<file path="config.mk">
export PLATFORM = sky130hd
export DESIGN_NAME = pwm_ramp_ctrl
export DESIGN_NICKNAME = d
export VERILOG_FILES = /design/src/rtl/pwm_ramp_ctrl.sv
export SDC_FILE = /design/constraint.sdc
export NUM_CORES = 1
export LEC_CHECK = 0
export CAP_MARGIN = 15
export CORE_ASPECT_RATIO = 1.5
export CORE_MARGIN = 2
export CORE_UTILIZATION = 41
export DETAILED_ROUTE_END_ITERATION = 8
export PLACE_DENSITY = 0.68
export SLEW_MARGIN = 20
export SYNTH_ARGS = -nofsm -noshare
export SYNTH_HDL_FRONTEND = slang
export SYNTH_SLANG_ARGS = --single-unit
</file>
<file path="constraint.sdc">
create_clock -name clk -period 13.2 [get_ports clk]
set_input_delay 1.98 -clock clk [delete_from_list [all_inputs] [get_ports clk]]
set_output_delay 1.98 -clock clk [all_outputs]
set_load 0.02 [all_outputs]
</file>
<file path="src/rtl/pwm_ramp_ctrl.sv">
// pwm_ramp_ctrl: programs a PWM (period, counter, compare) and then walks the
// compare value toward a target in bounded steps, one step every N PWM periods.
module pwm_ramp_ctrl #(
   parameter int HOLD_W = 8
) (
   input  logic              clk,
   input  logic              rst,
   input  logic              start,
   input  logic [15:0]       top_cfg,
   input  logic [15:0]       target,
   input  logic [15:0]       step,
   input  logic [HOLD_W-1:0] hold,
   input  logic [15:0]       pwm_cnt,
   output logic [1:0]        sel,
   output logic [15:0]       d,
   output logic [15:0]       duty,
   output logic              busy,
   output logic              done
);

   typedef enum logic [2:0] {
      IDLE   = 3'd0,
      WR_TOP = 3'd1,
      WR_CNT = 3'd2,
      WR_CMP = 3'd3,
      WAIT   = 3'd4,
      DONE   = 3'd5
   } state_t;

   // Ramp parameters captured at start; the live inputs are ignored afterwards.
   typedef struct packed {
      logic [15:0]       top;
      logic [15:0]       target;
      logic [15:0]       step;
      logic [HOLD_W-1:0] hold;
   } cfg_t;

   localparam logic [1:0]        SEL_NONE = 2'd0;
   localparam logic [1:0]        SEL_CMP  = 2'd1;
   localparam logic [1:0]        SEL_TOP  = 2'd2;
   localparam logic [1:0]        SEL_CNT  = 2'd3;
   localparam logic [HOLD_W-1:0] HOLD_ONE = HOLD_W'(1);

   state_t            state_q, state_d;
   cfg_t              cfg_q;
   logic [HOLD_W-1:0] per_cnt_q;
   logic [15:0]       duty_q;

   logic [15:0] up_gap, dn_gap, nxt;
   logic        period_hit, last_period;

   assign duty = duty_q;

   // Next compare value: move by step but clamp at the gap so target is never
   // overshot; gaps are only used on the side where they cannot underflow.
   always_comb begin
      up_gap = cfg_q.target - duty_q;
      dn_gap = duty_q - cfg_q.target;
      nxt    = cfg_q.target;
      if (cfg_q.step == 16'd0 || duty_q == cfg_q.target)
         nxt = cfg_q.target;
      else if (duty_q < cfg_q.target)
         nxt = duty_q + ((cfg_q.step < up_gap) ? cfg_q.step : up_gap);
      else
         nxt = duty_q - ((cfg_q.step < dn_gap) ? cfg_q.step : dn_gap);
   end

   // A PWM period boundary is seen as the counter reaching the latched top.
   always_comb begin
      period_hit  = (pwm_cnt >= cfg_q.top);
      last_period = period_hit && (per_cnt_q <= HOLD_ONE);
   end

   // State register.
   always_ff @(posedge clk) begin
      if (rst) state_q <= IDLE;
      else     state_q <= state_d;
   end

   // Next-state and write-port decode; write data is forced to 0 when idle.
   always_comb begin
      state_d = state_q;
      sel     = SEL_NONE;
      d       = 16'd0;
      busy    = 1'b1;
      done    = 1'b0;
      unique case (state_q)
         IDLE: begin
            busy = 1'b0;
            if (start) state_d = WR_TOP;
         end
         WR_TOP: begin
            sel     = SEL_TOP;
            d       = cfg_q.top;
            state_d = WR_CNT;
         end
         WR_CNT: begin
            sel     = SEL_CNT;
            state_d = WR_CMP;
         end
         WR_CMP: begin
            sel     = SEL_CMP;
            d       = nxt;
            state_d = (nxt == cfg_q.target) ? DONE : WAIT;
         end
         WAIT: begin
            if (last_period) state_d = WR_CMP;
         end
         DONE: begin
            done    = 1'b1;
            state_d = IDLE;
         end
         default: state_d = IDLE;
      endcase
   end

   // Datapath: capture config, track duty, count PWM periods between steps.
   always_ff @(posedge clk) begin
      if (rst) begin
         cfg_q     <= '0;
         per_cnt_q <= '0;
         duty_q    <= 16'd0;
      end else begin
         unique case (state_q)
            IDLE: begin
               if (start) begin
                  cfg_q.top    <= top_cfg;
                  cfg_q.target <= target;
                  cfg_q.step   <= step;
                  cfg_q.hold   <= (hold == '0) ? HOLD_ONE : hold;
               end
            end
            WR_CMP: begin
               duty_q <= nxt;
               if (nxt != cfg_q.target) per_cnt_q <= cfg_q.hold;
            end
            WAIT: begin
               if (period_hit) per_cnt_q <= per_cnt_q - HOLD_ONE;
            end
            default: ;
         endcase
      end
   end

endmodule

</file>
==> results of run 1 <==
[how the worst max path moves through the flow]
| stage | start | slack, ns | cells past startpoint | endpoint |
|---|---|---|---|---|
| global placement | duty[7] | 3.01 | 31 | d[15] |
| global route | duty[1] | 1.79 | 33 | d[15] |
| floorplan | duty[1] | 3.90 | 32 | d[15] |
| detailed placement | duty[7] | 2.93 | 31 | d[15] |
| finish | duty[1] | 2.51 | 32 | d[15] |
| CTS | duty[7] | 2.53 | 31 | d[15] |
[layer usage]
metal  vias up  GRT usage (%)  part of all wire, %
met5         -              0                    0
met4         0           11.7                  4.8
met3        52           2.63                  3.4
met2       197           41.5                   50
met1      3909           27.4                   42
li1       4299              -                    -
[cell type report]
type	instances	area, um^2
clock buffers	11	253
clock inverters	5	83.8
fillers	2052	10300
inverters	74	278
multi-input cells	963	6220
flip-flops and latches	83	1660
well taps	264	330
repair buffers	118	1160
[cells in the mapped netlist (all sizes together) (16+ instances only)]
cell type	instances
a211oi	16
nor3	23
xor2	27
xnor2	35
nor2	118
nand4	16
ha	95
nand2	181
clkbuf	39
a21oi	168
a21o	42
nand3	16
o21ai	47
dfxtp	83
inv	74
buf	24
[cell families (layout without fill, tap and decap cells)]
logic type / Yosys count / after routing / share of synthesized area (%)
DFF: 83 / 83 / 19.7
AOI/OAI and AO/OA: 370 / 370 / 28.3
buffers and inverters: 137 / 208 / 6.53
muxes: 8 / 8 / 0.951
adders and majority gates: 98 / 98 / 14.8
and+or+nand+nor: 422 / 422 / 22.4
xor gates and xnor gates: 65 / 65 / 7.25
[state kept, by name, summed over array words and instances, names as in the netlist]
name and flops:
cfg_q 56, per_cnt_q 8, state_q 3, duty 16
[through the flow]
step           setup slack (ns)  hold WS (ns)  instance area [um^2]  power [mW]
5_1_grt                    1.79         0.480                  9990        1.95
6_report                   2.51         0.453                  9990        1.80
3_3_place_gp               3.01         0.441                  9640        1.50
4_1_cts                    2.53         0.455                  9980        1.80
2_1_floorplan              3.90         0.432                  8420        1.21
3_5_place_dp               2.93         0.446                  9640        1.51
[where the power goes]
part           leakage (nW)  switching (mW)  internal, mW
Combinational          3.37           0.720         0.497
Sequential            0.678          0.0301         0.270
Clock                 0.158           0.110         0.177
Total                  4.20           0.860         0.944
[worst max-delay path, delay by kind of cell (launching register included)]
kind	cells	cell delay, ns
compound gates	13	3.35
fa+ha+maj	4	1.42
buf+inv	5	1.16
flops	1	0.47
simple gates	5	0.95
xor+xnor	4	0.92
mux	1	0.08
==> metrics, run 1 <==
final hold viol count 0; Initial DRC Count 437; CTS Buffer Depth 2; detailed-routing iteration count for the pre-antenna-repair pass 5; Area Growth Syn to Fin 18.7%; Die Ht approximately 180 um; commonest non-fill, non-tap cell in the layout nand2_1; setup bufs post-CTS 0; Num CTS Buffers 9; post-synth top area share roughly a fifth; Synth area leader dfxtp_1; yosys warns 0; period utilisation layout between 80% and 90%; critical path's slowest cell clkdlybuf4s50_1; grt total ovfl 0; fin. max-slew vios 0; Synth cell types 79; slowest stage delay, CP 0.60 ns; DP Cell Count 1502; total number of vias about 8500; site row count 64; relative slew slack 42.2%; worst path required time between 10 and 15 ns; Reg2Reg Launch Point duty[1]; hold_sp cfg_q[4]; Reg2Reg Depth 33; Critical R2R Capture per_cnt_q[3]; Layout Cells excl Fill 1518; r2r setup slk 4.01 ns; DPL Wire Length 19900 um; Setup Crit Path Kind reg -> out; async set-or-reset flop fraction in the synthesized netlist 0%; VDD IR max 87.5 uV; cts hold-fix bufs 0; initial antenna violation count 0; synthesized area around 0.0084 mm^2; post-layout net count 1422; GRT Util Overall 23.4%; WL per Instance 16.6 um; fin crit period 10.69 ns; largest net degree at the start of global routing 81; number of global-route vias before repair 8224; Min-Delay Path Depth 2; clock sink count slightly above 80; worst slew pin tran 0.867 ns; Pleak ~4.2 nW; DRT Wirelength 25200 um; IO Pins 111; ANT nets after route 0; Fmax 93.5 MHz; CP endpoint kind output pin; top cells by area, synth dfxtp_1, ha_1, a21oi_1; hold path endpoint cfg_q[4]; die width ~120 um; register bit total from synthesis 83; commonest cells after routing, fill and taps aside nand2_1, a21oi_1, nor2_1; pwr dens 181 mW/mm^2; Mean Syn Cell Area just over 7 um^2; CTS root buffer clkbuf_16; initial core utilization approximately two fifths; Mapped Cells 1183; Arr. time, crit path 8.71 ns; Setup TNS 0 ns; DRC 0; syn nets 1356; CTS tree built; Post-CTS Resized 0; htree depth 3; skew final 0.00877 ns; core area 0.0203 mm^2; Post-Route Utilization about 49%; n_diodes 0; DIE AREA 0.0217 mm^2; IO buf count 110; ys flop type dfxtp_1; first-pass GRT wire length 41200 um; Max-Cap Viols 0; Max FO, Critical Path 25; RSZ-0062 raised after global routing no; share of post-route cells with drive strength above 1 3.75%; Seq/Total Area, Yosys between 10% and 20%; status complete, no violations; EDFF count, synth 0; final setup fails 0; Hold Path Class reg -> reg; gpl congestion 0.941; Startpoint Class flop; clk slew on worst S/H paths 0.07 ns; routed vias/inst about 5.6; clk_lat worst skew 0.35 ns
(Power assumes the default switching activity.)
==> run 2: changes to the inputs <==
- PLACE_DENSITY: 0.68 -> 0.71
- clock period: 13.2 -> 8.69 ns (I/O delays scaled with it)
==> metrics, run 2 (synthesis gave the netlist of run 1 again) <==
CP endpoint d[15]; Max-Cap Viols 0 (unchanged); Die Ht 179 um (unchanged); gpl congestion 0.949 (+0.86%); final setup fails 0 (unchanged); htree depth 3 (unchanged); site row count 64 (unchanged); critical path's slowest cell a21oi_1; Initial DRC Count 385 (-12%); IO buf count 110 (unchanged); first-pass GRT wire length 42600 um (+3.4%); Setup TNS 0 ns (unchanged); grt total ovfl 0 (unchanged); clk slew on worst S/H paths 0.06 ns (about the same); DRT Wirelength 26300 um (+4.1%); Post-DP Area 0.0100 mm^2 (+4.1%); skew final 0.0109 ns (+0.00210 ns); VDD IR max 143 uV (+64%); CP endpoint kind output pin; Arr. time, crit path 7.12 ns (-1.59 ns); worst slew pin tran 0.851 ns (-0.0158 ns); Num CTS Buffers 9 (unchanged); total number of vias 8938 (+5.7%); CTS Buffer Depth 2 (unchanged); Worst Setup SP duty[6]; routed vias/inst 5.67 (+1.7%); detailed-routing iteration count for the pre-antenna-repair pass 5 (unchanged); ANT nets after route 0 (unchanged); pwr dens 278 mW/mm^2 (+54%); initial core utilization 41.5% (unchanged); fin. max-slew vios 0 (unchanged); DPL Wire Length 20700 um (+4.1%); post-layout net count 1481 (+4.1%); die width 121 um (unchanged); r2r setup slk 0.55 ns (-3.46 ns); relative slew slack 43.2% (+1.1 points); Startpoint Class flop; commonest non-fill, non-tap cell in the layout nand2_1; fin area 0.0106 mm^2 (+6.1%); max reg flops 56 (unchanged); largest net degree at the start of global routing 81 (unchanged); commonest cells after routing, fill and taps aside nand2_1, a21oi_1, nor2_1; DIE AREA 0.0217 mm^2 (unchanged); Max FO, Critical Path 5 (-80%); n_diodes 0 (unchanged); Min Hold Slack 0.451 ns (-0.00127 ns); DRC 0 (unchanged); Setup Crit Path Kind reg -> out; number of global-route vias before repair 8698 (+5.8%); CTS tree built; Pleak 4.61 nW (+9.6%); Critical R2R Capture per_cnt_q[0]; core area 0.0203 mm^2 (unchanged); Fmax 119 MHz; worst path required time 7.39 ns (-3.83 ns); initial antenna violation count 0 (unchanged); family with the most delay on the worst path compound AO/OA/AOI/OAI gates; Hold Path Class reg -> reg; final hold viol count 0 (unchanged); WL per Instance 16.6 um (+0.25%); clock sink count 83 (unchanged); clk_lat worst skew 0.35 ns (about the same); Reg with most FFs cfg_q; GRT Util Overall 24.1% (+0.71 points); slowest stage delay, CP 0.40 ns (-0.20 ns); Area Growth Syn to Fin 25.9%; Reg2Reg Launch Point duty[6]; IO Pins 111 (unchanged); total power 2.94 mW (+63%); status complete, no violations; Reg2Reg Depth 34 (+3.0%); Levels on crit path 33 (+3.1%); fin crit period 8.43 ns; share of post-route cells with drive strength above 1 10.4% (+6.6 points); CTS root buffer clkbuf_16; Post-Route Utilization 52.3% (+3.0 points); RSZ-0062 raised after global routing yes; Critical path buffers and inverters 5 (unchanged); period utilisation layout 97.0%
-- run 2: metrics by stage --
| stage | cells | setup slack, ns |
|---|---|---|
| finish | 1577 | 0.262 |
| CTS | 1571 | 0.0105 |
| global route | 1577 | -0.124 |
| detailed placement | 1554 | 0.0117 |
| floorplan | 1183 | 0.0659 |
| global placement | 1554 | 0.126 |
-- run 2: area by class of cell --
type,instances,area (um^2)
clock buffer,9,225
clock inverter,7,105
fill,1985,9660
inverter,74,278
multi-input combinational,963,6370
sequential,83,1660
tap,264,330
timing repair buffer,177,1630
-- run 2: worst min-delay path, delay by kind of cell, from the launching register on --
family	cells	cell delay (ns)
flip-flops	1	0.31
AND/OR/NAND/NOR	1	0.05
AO/OA/AOI/OAI	1	0.05
-- run 2: layer usage --
layer  track usage, %  vias to the layer above  share of wire (%)
met5                0                        -                  0
li1                 -                     4417                  -
met4             13.0                        0                5.9
met2             43.2                      244                 50
met1             27.7                     4191                 40
met3             2.32                       86                3.5
-- run 2: timing repair --
action                     4_1_cts  5_1_grt
pin swaps                        2       22
hold buffers                     0        0
gates cloned                     0        0
setup endpoints to repair        5       16
buffers inserted                 1        6
gates resized for setup          5       43
-- run 2: how the worst min path moves through the flow --
stage	startpoint	endpoint	slack, ns	depth (start not counted)
floorplan	cfg_q[1]	cfg_q[1]	0.43	2
global placement	cfg_q[1]	cfg_q[1]	0.44	2
detailed placement	cfg_q[1]	cfg_q[1]	0.44	2
CTS	cfg_q[1]	cfg_q[1]	0.45	2
global route	cfg_q[5]	cfg_q[5]	0.48	2
finish	cfg_q[1]	cfg_q[1]	0.45	2
-- run 2: report_power, final --
part | leakage [nW] | total (mW) | switching [mW] | internal [mW]
clock | 0.159 | 0.427 | 0.171 | 0.257
combinational | 3.77 | 2.07 | 1.19 | 0.880
sequential | 0.679 | 0.446 | 0.0359 | 0.410
total | 4.61 | 2.94 | 1.40 | 1.55
==> run 3: changes to the inputs <==
- SLEW_MARGIN: 20 -> not set
==> metrics, run 3 (synthesis gave the netlist of run 1 again) <==
WL per Instance 16.6 um (about the same); slowest stage delay, CP 0.39 ns (about the same); Area Growth Syn to Fin 26.1% (about the same); status complete, no violations; gpl congestion 0.949 (unchanged); Max FO, Critical Path 5 (unchanged); first-pass GRT wire length 42600 um (unchanged); relative slew slack 24.3% (-19 points); Pleak 4.61 nW (+0.12%); htree depth 3 (unchanged); GRT Util Overall 24.1% (unchanged); worst path required time 7.39 ns (about the same); internal power 1.55 mW (+0.16%); clk slew on worst S/H paths 0.07 ns (about the same); fin crit period 8.42 ns (-0.00996 ns); pwr dens 278 mW/mm^2 (about the same); CTS Buffer Depth 2 (unchanged); Post-Route Utilization 52.4% (about the same); critical path's slowest cell a21oi_1; Sw Ratio 47.4% (about the same); fin area 0.0106 mm^2 (about the same); site row count 64 (unchanged); Die Ht 179 um (unchanged); hold_sp cfg_q[1]; total number of vias 8888 (-0.56%); share of post-route cells with drive strength above 1 10.4% (about the same); cts hold-fix bufs 0 (unchanged); clk_lat worst skew 0.35 ns (about the same); ANT nets after route 0 (unchanged); clock sink count 83 (unchanged); VDD IR max 144 uV (+0.35%); skew final 0.00990 ns (-0.000972 ns); family with the most delay on the worst path compound AO/OA/AOI/OAI gates; register share of total power 15.1% (about the same); P_sw 1.40 mW (about the same); Worst Setup SP duty[6]; initial antenna violation count 0 (unchanged); Startpoint Class flop; largest net degree at the start of global routing 81 (unchanged); DP Cell Count 1554 (unchanged); Initial DRC Count 377 (-2.1%); Setup Crit Path Kind reg -> out; Num CTS Buffers 9 (unchanged); fin. max-slew vios 0 (unchanged); DRC 0 (unchanged); Max-Cap Viols 0 (unchanged); CTS tree built; post-layout net count 1482 (+0.068%); IO Pins 111 (unchanged); final setup fails 0 (unchanged); n_diodes 0 (unchanged); grt total ovfl 0 (unchanged); DRT Wirelength 26300 um (about the same); Critical path buffers and inverters 5 (unchanged); final hold viol count 0 (unchanged); IO buf count 110 (unchanged); detailed-routing iteration count for the pre-antenna-repair pass 5 (unchanged); DPL Wire Length 20700 um (unchanged); period utilisation layout 96.9% (-0.11 points); Post-DP Area 0.0100 mm^2 (unchanged); Hold Path Class reg -> reg; die width 121 um (unchanged); DIE AREA 0.0217 mm^2 (unchanged); combinational power share 70.4% (about the same); commonest non-fill, non-tap cell in the layout nand2_1; Reg with most FFs cfg_q; RSZ-0062 raised after global routing yes; number of global-route vias before repair 8698 (unchanged); Reg2Reg Launch Point duty[6]; clock network power share 14.5% (about the same); Arr. time, crit path 7.11 ns (about the same); initial core utilization 41.5% (unchanged); CTS root buffer clkbuf_16; core area 0.0203 mm^2 (unchanged); CP endpoint kind output pin; max reg flops 56 (unchanged); routed vias/inst 5.63 (-0.62%); commonest cells after routing, fill and taps aside nand2_1, a21oi_1, nor2_1; Layout Cells excl Fill 1578 (+0.063%); worst slew pin tran 1.13 ns (+0.283 ns); Fmax 119 MHz (+0.12%)
run 3: changes by cell type in the layout (fill, tap and decap cells not counted):
| cell | before | now |
|---|---|---|
| and2_4 | 1 | 0 |
| a21oi_2 | 8 | 7 |
| buf_12 | 1 | 2 |
| nand2_4 | 1 | 0 |
| and2_2 | 0 | 1 |
| a21oi_1 | 158 | 159 |
| nand2_2 | 0 | 1 |
run 3: area by class of cell:
class                      instances  area, um^2
clock inverter                     7         105
multi-input combinational        963        6360
tap                              264         330
sequential                        83        1660
fill                            1989        9650
inverter                          74         278
timing repair buffer             178        1650
clock buffer                       9         225
run 3: worst min-delay path, stage by stage (launching register included):
cell and delay, ns:
dfxtp_1 0.31, nand2_1 0.05, a21oi_1 0.05
run 3: timing repair:
action                     CTS  global route
gates resized for setup      5            43
setup buffers                1             6
setup endpoints to repair    5            17
pin swaps                    2            22
run 3: routing by layer:
metal | global-route usage [%] | vias to the layer above | part of all wire, %
li1 | - | 4415 | -
met1 | 27.7 | 4150 | 40
met2 | 43.2 | 246 | 51
met3 | 2.32 | 77 | 3.7
met4 | 13.0 | 0 | 5.6
met5 | 0 | - | 0
run 3: path summary, 6_finish.rpt:
| kind | end | slack, ns | cells after the start |
|---|---|---|---|
| worst max register to register | per_cnt_q[0] | 0.54 | 34 |
| worst min register to register | cfg_q[1] | 0.45 | 2 |
| worst min-delay path | cfg_q[1] | 0.45 | 2 |
| worst max-delay path | d[15] | 0.27 | 33 |
run 3: power by group through the flow:
stage	sequential, mW	combinational (mW)	clock [mW]
3_3_place_gp	0.453	1.93	0
5_1_grt	0.450	2.28	0.453
3_5_place_dp	0.454	1.95	0
6_report	0.446	2.07	0.427
2_1_floorplan	0.450	1.39	0
4_1_cts	0.445	1.97	0.434
run 3: per-stage QoR:
step | TNS, ns | power [mW] | setup slack, ns | hold slack [ns]
floorplan | 0 | 1.84 | 0.0659 | 0.432
global placement | 0 | 2.38 | 0.126 | 0.437
detailed placement | 0 | 2.40 | 0.0117 | 0.444
CTS | 0 | 2.85 | 0.0105 | 0.453
global route | -0.282 | 3.19 | -0.111 | 0.477
finish | 0 | 2.95 | 0.272 | 0.450
